<file path="src/rtl/sm83_seq_pkg.sv">
// Shared types and phase encodings for the SM83 M-cycle/T-state sequencer.
package sm83_seq_pkg;

    typedef enum logic [1:0] {
        SEQ_RESET     = 2'd0,
        SEQ_RUN       = 2'd1,
        SEQ_HALT_STOP = 2'd2,
        SEQ_WAKE      = 2'd3
    } seq_state_t;

    localparam logic [3:0] T_NONE = 4'b0000;
    localparam logic [3:0] T1     = 4'b0001;
    localparam logic [3:0] T2     = 4'b0010;
    localparam logic [3:0] T3     = 4'b0100;
    localparam logic [3:0] T4     = 4'b1000;

    // Plain ring advance; wait-state stretching of T3 is handled by the caller.
    function automatic logic [3:0] next_phase(input logic [3:0] p);
        logic [3:0] n;
        n = T1;
        case (p)
            T1:      n = T2;
            T2:      n = T3;
            T3:      n = T4;
            T4:      n = T1;
            default: n = T1;
        endcase
        return n;
    endfunction

endpackage

</file>
<file path="src/rtl/sm83_wake_timer.sv">
// Loadable down-counter that times the STOP wake-up delay; saturates at zero.
module sm83_wake_timer #(
    parameter int W = 4
) (
    input  logic         clk,
    input  logic         nreset,
    input  logic         load,
    input  logic         en,
    input  logic [W-1:0] value,
    output logic         zero
);

    logic [W-1:0] count_q;
    logic [W-1:0] count_d;

    always_comb begin
        count_d = count_q;
        if (load) begin
            count_d = value;
        end else if (en && (count_q != '0)) begin
            count_d = count_q - W'(1);
        end
    end

    always_ff @(posedge clk or negedge nreset) begin
        if (!nreset) begin
            count_q <= '0;
        end else begin
            count_q <= count_d;
        end
    end

    assign zero = (count_q == '0);

endmodule

</file>
<file path="src/rtl/sm83_mcycle_seq.sv">
// SM83 sequencer: one-hot T1..T4 strobes, M-cycle count, T3 wait stretch,
// and HALT/STOP entry with immediate (HALT) or delayed (STOP) wake-up.
module sm83_mcycle_seq
    import sm83_seq_pkg::*;
#(
    parameter int MCYCLE_MAX      = 6,
    parameter int STOP_WAKE_DELAY = 16,
    localparam int MW = (MCYCLE_MAX > 1) ? $clog2(MCYCLE_MAX) : 1,
    localparam int CW = (STOP_WAKE_DELAY > 1) ? $clog2(STOP_WAKE_DELAY) : 1
) (
    input  logic          clk,
    input  logic          nreset,
    input  logic          wait_req,
    input  logic          last_mcycle,
    input  logic          halt_req,
    input  logic          stop_req,
    input  logic          wake,
    output logic [3:0]    t_phase,
    output logic [MW-1:0] m_cycle,
    output logic          fetch_cycle,
    output seq_state_t    seq_state,
    output logic          overrun
);

    seq_state_t    state_q, state_d;
    logic [3:0]    phase_q, phase_d;
    logic [MW-1:0] m_q, m_d;
    logic          fetch_q, fetch_d;
    logic          ovr_q, ovr_d;
    logic          stop_flag_q, stop_flag_d;
    logic          tmr_load, tmr_en, tmr_zero;

    sm83_wake_timer #(
        .W(CW)
    ) u_wake_timer (
        .clk    (clk),
        .nreset (nreset),
        .load   (tmr_load),
        .en     (tmr_en),
        .value  (CW'(STOP_WAKE_DELAY - 1)),
        .zero   (tmr_zero)
    );

    always_comb begin
        state_d     = state_q;
        phase_d     = phase_q;
        m_d         = m_q;
        fetch_d     = fetch_q;
        ovr_d       = ovr_q;
        stop_flag_d = stop_flag_q;
        tmr_load    = 1'b0;
        tmr_en      = 1'b0;

        case (state_q)
            SEQ_RESET: begin
                state_d = SEQ_RUN;
                phase_d = T1;
                m_d     = '0;
                fetch_d = 1'b1;
            end

            SEQ_RUN: begin
                if (phase_q == T3 && wait_req) begin
                    phase_d = T3;
                end else begin
                    phase_d = next_phase(phase_q);
                end

                // Instruction-boundary decisions happen only on the edge leaving T4.
                if (phase_q == T4) begin
                    if (!last_mcycle) begin
                        if (m_q == MW'(MCYCLE_MAX - 1)) begin
                            ovr_d = 1'b1;
                        end else begin
                            m_d = m_q + MW'(1);
                        end
                        fetch_d = (m_d == '0);
                    end else begin
                        m_d     = '0;
                        fetch_d = 1'b1;
                        if (stop_req || (halt_req && !wake)) begin
                            state_d     = SEQ_HALT_STOP;
                            stop_flag_d = stop_req;
                            phase_d     = T_NONE;
                            fetch_d     = 1'b0;
                        end
                    end
                end
            end

            SEQ_HALT_STOP: begin
                if (wake) begin
                    if (stop_flag_q) begin
                        state_d  = SEQ_WAKE;
                        tmr_load = 1'b1;
                    end else begin
                        state_d = SEQ_RUN;
                        phase_d = T1;
                        m_d     = '0;
                        fetch_d = 1'b1;
                    end
                end
            end

            SEQ_WAKE: begin
                if (tmr_zero) begin
                    state_d     = SEQ_RUN;
                    stop_flag_d = 1'b0;
                    phase_d     = T1;
                    m_d         = '0;
                    fetch_d     = 1'b1;
                end else begin
                    tmr_en = 1'b1;
                end
            end

            default: begin
                state_d = SEQ_RESET;
            end
        endcase
    end

    always_ff @(posedge clk or negedge nreset) begin
        if (!nreset) begin
            state_q     <= SEQ_RESET;
            phase_q     <= T_NONE;
            m_q         <= '0;
            fetch_q     <= 1'b0;
            ovr_q       <= 1'b0;
            stop_flag_q <= 1'b0;
        end else begin
            state_q     <= state_d;
            phase_q     <= phase_d;
            m_q         <= m_d;
            fetch_q     <= fetch_d;
            ovr_q       <= ovr_d;
            stop_flag_q <= stop_flag_d;
        end
    end

    assign t_phase     = phase_q;
    assign m_cycle     = m_q;
    assign fetch_cycle = fetch_q;
    assign seq_state   = state_q;
    assign overrun     = ovr_q;

endmodule

</file>
<file path="config.mk">
export PLATFORM = sky130hd
export DESIGN_NAME = sm83_mcycle_seq
export DESIGN_NICKNAME = d
export VERILOG_FILES = /design/src/rtl/sm83_seq_pkg.sv /design/src/rtl/sm83_wake_timer.sv /design/src/rtl/sm83_mcycle_seq.sv
export SDC_FILE = /design/constraint.sdc
export NUM_CORES = 1
export LEC_CHECK = 0
export ABC_AREA = 0
export CORE_MARGIN = 3
export CORE_UTILIZATION = 52
export DETAILED_ROUTE_END_ITERATION = 7
export PLACE_DENSITY = 0.78
export REMOVE_ABC_BUFFERS = 1
export SYNTH_ARGS = -nofsm -noshare
export SYNTH_HDL_FRONTEND = slang
export SYNTH_HIERARCHICAL = 1
export SYNTH_SLANG_ARGS = --single-unit
</file>
<file path="constraint.sdc">
create_clock -name clk -period 2.05 [get_ports clk]
set_input_delay 0.41 -clock clk [delete_from_list [all_inputs] [get_ports clk]]
set_output_delay 0.41 -clock clk [all_outputs]
set_load 0.005 [all_outputs]
</file>
==> flow_metrics.py <==
metrics = {
    "synthesis": {
        "synth_top_area_share_pct": 37.2,
        "syn_area_mm2": 0.00108,
        "yosysSeqAreaShare_pct": 37.2,
        "synth_edf_count": 0,
        "synth_cell_types": 42,
        "synth_area_leaders": "dfrtp_1 (37%), ha_1 (8.1%), o21ai_0 (4.2%), nand2_1 (4.2%), a21oi_1 (2.8%)",
        "synthFlopType": "dfrtp_1",
        "ys_warn_count": 6,
        "synth.most_common_cell": "dfrtp_1",
        "synth_top_area_cell": "dfrtp_1",
        "synth-seq-cells": 16,
        "synthArstFlopShare_pct": 100,
        "postSynthAreaPerCell_um2": 9.45,
        "syn-instance-count": 114,
        "synthTopCellsByCount": "dfrtp_1 (16), nand2_1 (12), o21ai_0 (9)",
    },
    "clocking": {
        "clockBufferDepth": 2,
        "htreeDepth": 1,
        "clkTransAtPathRegs_ps": 100,
        "holdBufCountCts": 0,
        "insertion_delay_ps": 290,
        "numCtsBuffers": 3,
        "root_buffer": "clkbuf_4",
        "cts_sinks": 16,
        "cts_tree": "done",
    },
    "placement": {
        "portBuffers": 17,
        "place_congestion": 0.841,
        "hpwlAfterDp_um": 1910,
        "post_dp_cell_area_mm2": 0.00133,
        "dpl_worst_slack_ps": -13.0,
        "place_inst": 164,
    },
    "setup_path": {
        "worstSetupPathType": "reg2reg",
        "worstPathCellList": "inv_1 > ha_1 > nor3b_2 > nor2b_1 > buf_4 > a21o_2 > or3_1 > nand4_1",
        "r2r_cells": 8,
        "crit_buf_inv": 2,
        "start_kind": "flip-flop",
        "cp-end-kind": "flip-flop",
        "cp_slowest_stage_delay_ps": 430,
        "reg2reg_from": "u_wake_timer/count_q[1]$_DFFE_PN0P_",
        "critPathRequiredTime_ps": 2280,
        "crit_fanout": 9,
        "r2r_end": "m_cycle[0]$_DFFE_PN0P_",
        "critPathTopFamily": "simple AND/OR/NAND/NOR gates",
        "r2r_setup_slack_ps": 100,
        "cpMaxStageDelayCell": "dfrtp_1",
        "critPathArrivalTime_ps": 2180,
    },
    "sta": {
        "period_needed_ps": 1950,
        "setup_ws_ps": 97.9,
        "hold_violations": 0,
        "slew_viol_final": 0,
        "setup_viol": 0,
        "max_freq_mhz": 512,
        "timing.final.crit_share_pct": 95.2,
        "fin_skew_ps": 5.26,
    },
    "layout": {
        "seq_area_um2": 402,
        "fillers": 143,
        "stdcell_area_mm2": 0.00139,
        "final_core_util_pct": 75.5,
        "layout.cells.non_filler": 170,
        "nNetsFinal": 160,
        "multi_input_area_um2": 652,
        "diodes": 0,
        "drive_gt1_share_pct": 15.9,
        "area_delta_synth_final_pct": 28.9,
    },
    "power": {
        "vdd_ir_drop_max_mv": 0.831,
        "power.density_mw_per_mm2": 1100,
        "total_power_mw": 1.53,
        "leakage_nw": 0.593,
    },
    "floorplanning": {
        "die_w_um": 51.5,
        "num_rows": 15,
        "die-area_mm2": 0.00265,
        "io_pins": 18,
        "start_util_pct": 58.6,
        "die_h_um": 51.5,
        "core_area_mm2": 0.00184,
    },
    "drt": {
        "wl_um": 2660,
        "routed_via_density": 5.83,
        "drt_iter0_drc": 24,
        "via_count": 991,
        "ant_nets": 0,
        "dr.pass1.iters": 4,
        "wl_per_cell_um": 15.6,
        "drc": 0,
    },
    "global_routing": {
        "track_usage_pct": 22.0,
        "grt_pass1_wl_um": 4370,
        "grt_overflow_total": 0,
        "antenna_found_initial": 0,
        "grt_max_degree": 17,
        "grt_pass1_vias": 984,
    },
    "flow_run": {
        "maxCapViolCount": 0,
    },
    "run_status": {
        "status": "completed",
    },
    "min_path": {
        "hold_class": "in2async",
    },
}
==> report_power, final <==
part	internal, mW	switching [mW]
combinational	0.414	0.376
clock	0.108	0.105
sequential	0.399	0.125
==> layout make-up <==
| class | instances | area share, % |
|---|---|---|
| well taps | 25 | 2.25 |
| repair buffers | 26 | 17.1 |
| clock buffers | 4 | 2.61 |
| inverters | 8 | 2.16 |
| flip-flops and latches | 16 | 28.9 |
| multi-input cells | 91 | 46.9 |
==> cell usage in the layout (no fill, tap or decap), types with 3 or more instances in the layout <==
master,count
nor2_1,4
nor2b_1,3
a21oi_1,6
inv_1,8
a31oi_1,3
nand2_1,12
conb_1,4
o21ai_0,9
clkdlybuf4s50_1,17
buf_4,9
dfrtp_1,15
ha_1,7
nor3b_1,4
clkbuf_4,3
or4b_2,3
nand3_1,3
a221o_1,3
==> layer usage <==
layer	vias up	share of wire [%]	GRT usage, %
met1	475	44	26.5
li1	484	-	-
met4	0	2.3	9.17
met5	-	0	0
met2	23	50	38.3
met3	9	3.2	4.01
==> worst max path at each step <==
stage                                              from                             endpoint  slack (ps)  cells past startpoint
detailed placement                                 wake             seq_state[1]$_DFFE_PN0P_         -10                      5
floorplan           u_wake_timer/count_q[0]$_DFFE_PN0P_  u_wake_timer/count_q[1]$_DFFE_PN0P_         180                      7
global placement                                   wake             seq_state[1]$_DFFE_PN0P_          80                      5
CTS                 u_wake_timer/count_q[0]$_DFFE_PN0P_               t_phase[0]$_DFFE_PN0P_          80                      8
finish              u_wake_timer/count_q[1]$_DFFE_PN0P_               m_cycle[0]$_DFFE_PN0P_         100                      8
global route        u_wake_timer/count_q[1]$_DFFE_PN0P_  u_wake_timer/count_q[3]$_DFFE_PN0P_         -20                      8
==> sequential cells by signal (all words and copies together), names as in the netlist <==
| signal | flops |
|---|---|
| fetch_cycle | 1 |
| m_cycle | 3 |
| overrun | 1 |
| seq_state | 2 |
| stop_flag_q | 1 |
| t_phase | 4 |
| u_wake_timer/count_q | 4 |
==> per-stage QoR <==
stage | hold slack, ps | TNS (ps)
2_1_floorplan | 114 | 0
3_3_place_gp | 460 | 0
3_5_place_dp | 470 | -13.0
4_1_cts | 472 | 0
5_1_grt | 457 | -20.2
6_report | 459 | 0
==> logic make-up (layout without fill, tap and decap cells) <==
family / after synthesis / after routing / share of synthesized area, %
compound gates: 31 / 31 / 19.2
fa+ha+maj: 7 / 7 / 8.13
buf+inv: 10 / 38 / 4.30
flops: 16 / 16 / 37.2
mux: 2 / 2 / 2.32
other cells: 1 / 4 / 0.348
simple gates: 47 / 47 / 28.6
==> repair_timing <==
action	in CTS	in global routing
gates resized for setup	0	3
endpoints found under the setup margin	0	3
buffers inserted	0	2
Power figures use the tool's default switching activity.
